### config.mk
export PLATFORM = sky130hd
export DESIGN_NAME = accel_cfg_regs
export DESIGN_NICKNAME = d
export VERILOG_FILES = /design/src/rtl/accel_cfg_regs.sv
export SDC_FILE = /design/constraint.sdc
export NUM_CORES = 1
export LEC_CHECK = 0
export ABC_CLOCK_PERIOD_IN_PS = 1600
export CORE_UTILIZATION = 45
export CTS_CLUSTER_SIZE = 30
export DETAILED_ROUTE_END_ITERATION = 7
export GPL_TIMING_DRIVEN = 1
export PLACE_DENSITY_LB_ADDON = 0.25
export RECOVER_POWER = 25
export SYNTH_ARGS = -nofsm -noshare
export SYNTH_HDL_FRONTEND = slang
export SYNTH_SLANG_ARGS = --single-unit
### constraint.sdc
create_clock -name CLK -period 1.6 [get_ports CLK]
set_input_delay 0.4 -clock CLK [delete_from_list [all_inputs] [get_ports CLK]]
set_output_delay 0.4 -clock CLK [all_outputs]
set_load 0.01 [all_outputs]
### src/rtl/accel_cfg_regs.sv
// AXI4-Lite configuration/status register block feeding the accelerator control unit.
// Eight word slots: five RW config words, live STATUS, read-only VERSION, one reserved.
module accel_cfg_regs #(
    parameter int C_S00_AXI_DATA_WIDTH = 32,
    parameter int C_S00_AXI_ADDR_WIDTH = 5,
    parameter logic [C_S00_AXI_DATA_WIDTH-1:0] VERSION = 32'h0587_0001
) (
    input  logic                                CLK,
    input  logic                                RESETN,
    input  logic [C_S00_AXI_ADDR_WIDTH-1:0]     S_AWADDR,
    input  logic                                S_AWVALID,
    output logic                                S_AWREADY,
    input  logic [C_S00_AXI_DATA_WIDTH-1:0]     S_WDATA,
    input  logic [C_S00_AXI_DATA_WIDTH/8-1:0]   S_WSTRB,
    input  logic                                S_WVALID,
    output logic                                S_WREADY,
    output logic [1:0]                          S_BRESP,
    output logic                                S_BVALID,
    input  logic                                S_BREADY,
    input  logic [C_S00_AXI_ADDR_WIDTH-1:0]     S_ARADDR,
    input  logic                                S_ARVALID,
    output logic                                S_ARREADY,
    output logic [C_S00_AXI_DATA_WIDTH-1:0]     S_RDATA,
    output logic [1:0]                          S_RRESP,
    output logic                                S_RVALID,
    input  logic                                S_RREADY,
    output logic [C_S00_AXI_DATA_WIDTH-1:0]     params_reg,
    output logic [C_S00_AXI_DATA_WIDTH-1:0]     weight_base_addr,
    output logic [C_S00_AXI_DATA_WIDTH-1:0]     input_base_addr,
    output logic [C_S00_AXI_DATA_WIDTH-1:0]     output_base_addr,
    output logic [C_S00_AXI_DATA_WIDTH-1:0]     mem_ctrl,
    input  logic                                accel_busy,
    input  logic                                accel_done
);

    localparam int DW = C_S00_AXI_DATA_WIDTH;
    localparam int SW = DW / 8;

    typedef enum logic [2:0] {
        W_PARAMS  = 3'd0,
        W_WEIGHT  = 3'd1,
        W_INPUT   = 3'd2,
        W_OUTPUT  = 3'd3,
        W_MEMCTRL = 3'd4,
        W_STATUS  = 3'd5,
        W_VERSION = 3'd6,
        W_RSVD    = 3'd7
    } word_t;

    logic          ready_q;
    logic          aw_held;
    logic          w_held;
    logic          bvalid_q;
    logic          rvalid_q;
    logic          done_sticky;
    logic [2:0]    aw_word_q;
    logic [DW-1:0] w_data_q;
    logic [SW-1:0] w_strb_q;
    logic [DW-1:0] rdata_q;

    logic          aw_hs;
    logic          w_hs;
    logic          ar_hs;
    logic          wr_fire;
    logic          status_clr;
    logic [DW-1:0] params_base;
    logic [DW-1:0] rd_mux;
    logic          unused_addr_bits;

    function automatic logic [DW-1:0] merge_bytes(input logic [DW-1:0] old_v,
                                                  input logic [DW-1:0] new_v,
                                                  input logic [SW-1:0] strb);
        logic [DW-1:0] res;
        res = old_v;
        for (int b = 0; b < SW; b++) begin
            if (strb[b]) begin
                res[8*b +: 8] = new_v[8*b +: 8];
            end
        end
        return res;
    endfunction

    // ready_q keeps every ready low while in reset and through the reset edge itself
    assign S_AWREADY = ready_q & ~aw_held & ~bvalid_q;
    assign S_WREADY  = ready_q & ~w_held & ~bvalid_q;
    assign S_ARREADY = ready_q & ~rvalid_q;
    assign S_BVALID  = bvalid_q;
    assign S_BRESP   = 2'b00;
    assign S_RVALID  = rvalid_q;
    assign S_RDATA   = rdata_q;
    assign S_RRESP   = 2'b00;

    assign aw_hs      = S_AWVALID & S_AWREADY;
    assign w_hs       = S_WVALID & S_WREADY;
    assign ar_hs      = S_ARVALID & S_ARREADY;
    assign wr_fire    = aw_held & w_held;
    assign status_clr = wr_fire && (word_t'(aw_word_q) == W_STATUS) && w_data_q[1] && w_strb_q[0];

    // param_reset is a pulse, so a later partial write must never resurrect it
    assign params_base      = {1'b0, params_reg[DW-2:0]};
    assign unused_addr_bits = ^{S_AWADDR, S_ARADDR};

    always_comb begin
        rd_mux = '0;
        case (word_t'(S_ARADDR[4:2]))
            W_PARAMS:  rd_mux = params_reg;
            W_WEIGHT:  rd_mux = weight_base_addr;
            W_INPUT:   rd_mux = input_base_addr;
            W_OUTPUT:  rd_mux = output_base_addr;
            W_MEMCTRL: rd_mux = mem_ctrl;
            W_STATUS:  rd_mux[1:0] = {done_sticky, accel_busy};
            W_VERSION: rd_mux = VERSION;
            default:   rd_mux = '0;
        endcase
    end

    always_ff @(posedge CLK) begin
        if (!RESETN) begin
            ready_q          <= 1'b0;
            aw_held          <= 1'b0;
            w_held           <= 1'b0;
            bvalid_q         <= 1'b0;
            rvalid_q         <= 1'b0;
            done_sticky      <= 1'b0;
            aw_word_q        <= '0;
            w_data_q         <= '0;
            w_strb_q         <= '0;
            rdata_q          <= '0;
            params_reg       <= '0;
            weight_base_addr <= '0;
            input_base_addr  <= '0;
            output_base_addr <= '0;
            mem_ctrl         <= '0;
        end else begin
            ready_q             <= 1'b1;
            params_reg[DW-1]    <= 1'b0;

            if (aw_hs) begin
                aw_held   <= 1'b1;
                aw_word_q <= S_AWADDR[4:2];
            end
            if (w_hs) begin
                w_held   <= 1'b1;
                w_data_q <= S_WDATA;
                w_strb_q <= S_WSTRB;
            end

            if (bvalid_q && S_BREADY) begin
                bvalid_q <= 1'b0;
            end
            // Commit once both halves are held; RO and reserved slots still get OKAY
            if (wr_fire) begin
                aw_held  <= 1'b0;
                w_held   <= 1'b0;
                bvalid_q <= 1'b1;
                case (word_t'(aw_word_q))
                    W_PARAMS:  params_reg       <= merge_bytes(params_base, w_data_q, w_strb_q);
                    W_WEIGHT:  weight_base_addr <= merge_bytes(weight_base_addr, w_data_q, w_strb_q);
                    W_INPUT:   input_base_addr  <= merge_bytes(input_base_addr, w_data_q, w_strb_q);
                    W_OUTPUT:  output_base_addr <= merge_bytes(output_base_addr, w_data_q, w_strb_q);
                    W_MEMCTRL: mem_ctrl         <= merge_bytes(mem_ctrl, w_data_q, w_strb_q);
                    default:   ;
                endcase
            end

            if (accel_done) begin
                done_sticky <= 1'b1;
            end else if (status_clr) begin
                done_sticky <= 1'b0;
            end

            if (ar_hs) begin
                rvalid_q <= 1'b1;
                rdata_q  <= rd_mux;
            end else if (rvalid_q && S_RREADY) begin
                rvalid_q <= 1'b0;
            end
        end
    end

endmodule

-- Yosys cells after proc, flatten, opt, wreduce, memory -nomap -nowiden
Cells that the tools add are included.
- logic and storage cells: 97
- bits in registers: 237
- output and inout bits: 201
- bits of input ports: 55
- equality and inequality tests: 11
- mux-type cells: 9
- reduce and logical (&&, ||, !) cells: 32
- bitwise gates (word level): 14
- operator list (kind ; count):
    one-hot mux 30 bit (6 select lines) ; 1
    AND reduction 3 bit ; 20
    == test 3 bit, second input constant ; 5
    one-hot mux 2 bit (7 select lines) ; 1
    == test 3 x 2 -> 1 bit, second input constant ; 4
    bitwise AND 1 bit ; 9
    2-to-1 mux 1 bit ; 7
    == test 3 x 1 -> 1 bit, second input constant ; 2
    zero test 3 bit ; 2
    nonzero test 2 bit ; 3
    logical AND 1 bit ; 5
    inverter 1 bit ; 5
    AND reduction 4 bit ; 1
    OR reduction 2 bit ; 1

-- Logic depth before layout (Yosys ltp)
- word-level depth: 6
- depth in mapped cells: 7
- mapped depth without buffers: 3

-- Worst setup path before layout
OpenSTA, ideal clock, no wires.
- path type: input-to-reg
- start point: input S_ARADDR[2]
- end point: register rdata_q[15], in the netlist S_RDATA[15]
- setup slack: 105 ps
- arrival time: 1343 ps
- library setup time: 152 ps
- path buffers: 2
- stages on the path: 5
- data required time: 1448 ps
- cells stage by stage: buf_4 > buf_2 > mux2_2 > a22oi_1 > a221oi_2
- word-level cells in the longest chain between the ends: 2
- elaborated cells on any way between the ends: 7
- those cells by class: eq/ne (5); mux (1); reduce/logical (1)
- RTL lines (element ; RTL line ; source):
    from (decl) ; 20 ; input logic [C_S00_AXI_ADDR_WIDTH-1:0] S_ARADDR,
    == test 3 bit, or another cell as far along ; 105 ; case (word_t'(S_ARADDR[4:2]))
    one-hot mux 30 bit (6 select lines) * ; 105 ;
    to (signal assigned) ; 174 ; rdata_q <= rd_mux;
    to (decl) ; 59 ; logic [DW-1:0] rdata_q;
Mark *: on every way between the ends. The rest lies on a longest branch, timed or not.
A chain may end at the register's enable or synchronous reset.

-- Final worst setup path
- start point: register bvalid_q, in the netlist S_BVALID
- end point: output S_AWREADY
- word-level cells in the longest chain between the ends: 2
- RTL lines (element ; RTL line ; source):
    from (decl) ; 53 ; logic bvalid_q;
    from (signal assigned) ; 122 ; bvalid_q <= 1'b0;
    from (signal assigned) ; 149 ; bvalid_q <= 1'b0;
    from (signal assigned) ; 155 ; bvalid_q <= 1'b1;
    inverter 1 bit ; 84 ; assign S_AWREADY = ready_q & ~aw_held & ~bvalid_q;
    bitwise AND 1 bit ; 84 ;
    to (decl) ; 12 ; output logic S_AWREADY,
No other way between the ends.

==> summary.txt <==
Run status
  • Status: finished with violations
  • Failing checks: negative setup slack

Finish
  • Footprint of the multi-input gates: 0.00519 mm2
  • N_diodes: 0
  • Final Util: 62.5%
  • Share of cells above drive strength 1: 19.1%
  • Fillers: 2019
  • Nets@finish: 1510
  • Register Area: 0.00480 mm2
  • Area growth, synth to finish: 34.8%

Global route
  • Largest net degree at the start of global routing: 77
  • Vias in the first global route: 10200
  • Overall Global Routing Usage: 30.9%
  • GRT Residual Overflow: 0
  • Global-route wire length before repair: 58500 um
  • Antenna violations before repair: 0

Logic synthesis
  • Synthesis-stage register bit count: 237
  • Synth warn: 0
  • Asr flop ratio synth: 0%
  • Largest area contributor in the netlist: dfxtp_1
  • Average cell area after synthesis: 8.71 um2
  • Sequential area share after synthesis: 44.7%
  • Mapped cell area: 0.0106 mm2
  • Share of Yosys cell area claimed by the top area cell type: 44.7%
  • Most used DFF post-synth: dfxtp_1
  • Synth top area cells: dfxtp_1, a21oi_1, nand3_1, o21ai_0, nand2_1
  • Synth unique cells: 48
  • Post-Synthesis Cells: 1220
  • Post-synth EDFFs: 0

Place
  • Port bufs: 247
  • Post-DP HPWL: 26400 um
  • GP Congestion: 0.865
  • Pre-CTS setup slack: -407 ps

Route
  • Via count: 10800
  • Starting DRT DRC Count: 1108
  • Vias per Instance: 6.03
  • Wire per inst: 21.4 um
  • TritonRoute pass-1 iters: 7
  • DRT antenna net count: 0
  • DRC viols: 0
  • Routed Wire Length: 38200 um

Timing
  • Slew Limit Fails: 0
  • RSZ-0062 raised after global routing: yes
  • Worst slew pin tran: 813 ps
  • Final Skew: 7.90 ps
  • Setup-failing EPs final: 1
  • Setup_tns: -9.36 ps
  • Final WS setup: -9.36 ps
  • Relative slew slack: 45.8%
  • Tmin final: 1610 ps
  • Period utilisation layout: 101%
  • Fmax: 621 MHz
  • Hold Vio Cnt, Final: 0

Floorplan
  • Row cnt: 55
  • Die W: 156 um
  • Die area: 0.0242 mm2
  • Initial Util: 46.3%
  • Die Ht: 156 um
  • I/O pins: 256
  • Core ar.: 0.0229 mm2

Clocking
  • TritonCTS Sinks: 237
  • TritonCTS clock tree: built
  • H-tree Lvls: 1
  • CTS buffer count: 25
  • Max clock buf depth: 3
  • Clock Latency Late Sink: 520 ps
  • Clock slew at reported path FFs: 60 ps
  • Cts-stage hold buffer count: 0
  • Clock root buffer: clkbuf_16

Worst setup path
  • Arrival @ worst endpoint: 1210 ps
  • CP Max Fanout: 2
  • Worst endpoint required time: 1200 ps
  • Setup crit end kind: output pin
  • Worst Path Class, Setup: flop to output pin
  • Critical Path Start Type: flop

Power and ir drop
  • Total power draw: 12.7 mW
  • Power Density: 887 mW/mm2
  • VDD IR-drop max: 0.687 mV
  • Pleak: 5.47 nW

Run
  • MaxCap Viol Count: 0

Hold path
  • Hold Crit Class: input port to flop
==> report_power, final <==
group / leakage, nW / internal [mW] / switching, mW
Clock: 0.383 / 3.19 / 2.34
Combinational: 3.15 / 0.439 / 0.646
Sequential: 1.94 / 5.97 / 0.115
==> path summary, 6_finish.rpt <==
| path | slack [ps] | depth (start not counted) | to | startpoint |
|---|---|---|---|---|
| setup / recovery | -9 | 3 | S_AWREADY | S_BVALID$_SDFFE_PN0P_ |
| hold / removal | 430 | 3 | w_data_q[30]$_SDFFE_PN0P_ | S_WDATA[30] |
| setup reg to reg | 40 | 5 | mem_ctrl[0]$_SDFFE_PN0P_ | w_held$_SDFFE_PP0P_ |
| hold reg to reg | 490 | 2 | output_base_addr[24]$_SDFFE_PN0P_ | output_base_addr[24]$_SDFFE_PN0P_ |
==> stage by stage <==
step / hold slack [ps] / std cells / cell area [um2]
finish: 426 / 1784 / 14300
global route: 438 / 1784 / 14300
detailed placement: 480 / 1739 / 13800
global placement: 458 / 1739 / 13800
CTS: 423 / 1782 / 14400
floorplan: 428 / 1223 / 10600
==> logic make-up after synthesis <==
kind of cell,after synthesis,share of synthesized area [%]
multiplexers,67,7.06
other,1,0.0353
AO/OA/AOI/OAI,458,26.3
AND/OR/NAND/NOR,316,14.8
buffers and inverters,141,7.12
flip-flops,237,44.7
==> routing by layer <==
metal  track usage [%]  up-vias  wire (um)
li1                  -     4895          -
met1              40.9     5141      15400
met2              50.0      621      17800
met3              5.17      103       3620
met4              12.8        0       1370
met5                 0        -          0
==> synth_stat cells (7+ instances only) <==
| cell | n |
|---|---|
| a221oi_2 | 25 |
| mux2_1 | 29 |
| o21ai_0 | 154 |
| clkbuf_1 | 52 |
| nand2_1 | 104 |
| a22oi_2 | 17 |
| o21ai_1 | 13 |
| a22oi_1 | 25 |
| buf_2 | 48 |
| nand3_1 | 161 |
| buf_4 | 18 |
| a21oi_1 | 209 |
| nor2_1 | 7 |
| buf_6 | 13 |
| dfxtp_1 | 237 |
| mux2_2 | 34 |
==> cells in the final DEF (no fill, tap or decap), drive strengths merged, types with 6 or more instances in the layout <==
| cell | n |
|---|---|
| a21oi | 209 |
| a221oi | 25 |
| a222oi | 6 |
| a22oi | 42 |
| buf | 89 |
| clkbuf | 69 |
| clkdlybuf4s15 | 50 |
| clkdlybuf4s50 | 49 |
| dfxtp | 237 |
| dlygate4sd2 | 124 |
| mux2 | 63 |
| nand2 | 105 |
| nand2b | 7 |
| nand3 | 161 |
| nor2 | 9 |
| nor2b | 6 |
| o21ai | 167 |
==> critical path, cell delays in order (launching register included) <==
cell,delay [ps]
dfxtp_2,320
nand2b_4,140
nor2_1,100
buf_2,140
==> timing repair <==
action | in CTS | in global routing
buffers inserted | 0 | 2
gates resized for setup | 248 | 97
pin swaps | 1 | 1
endpoints found under the setup margin | 197 | 183
==> cell type report <==
cell class              count  share of cell area [%]
multi-input cells         845                    36.3
flip-flops and latches    237                    33.5
repair buffers            342                    22.0
clock buffers              39                    5.23
well taps                 313                    2.74
clock inverters             4                   0.166
inverters                   4                   0.105
(Power assumes the default switching activity.)
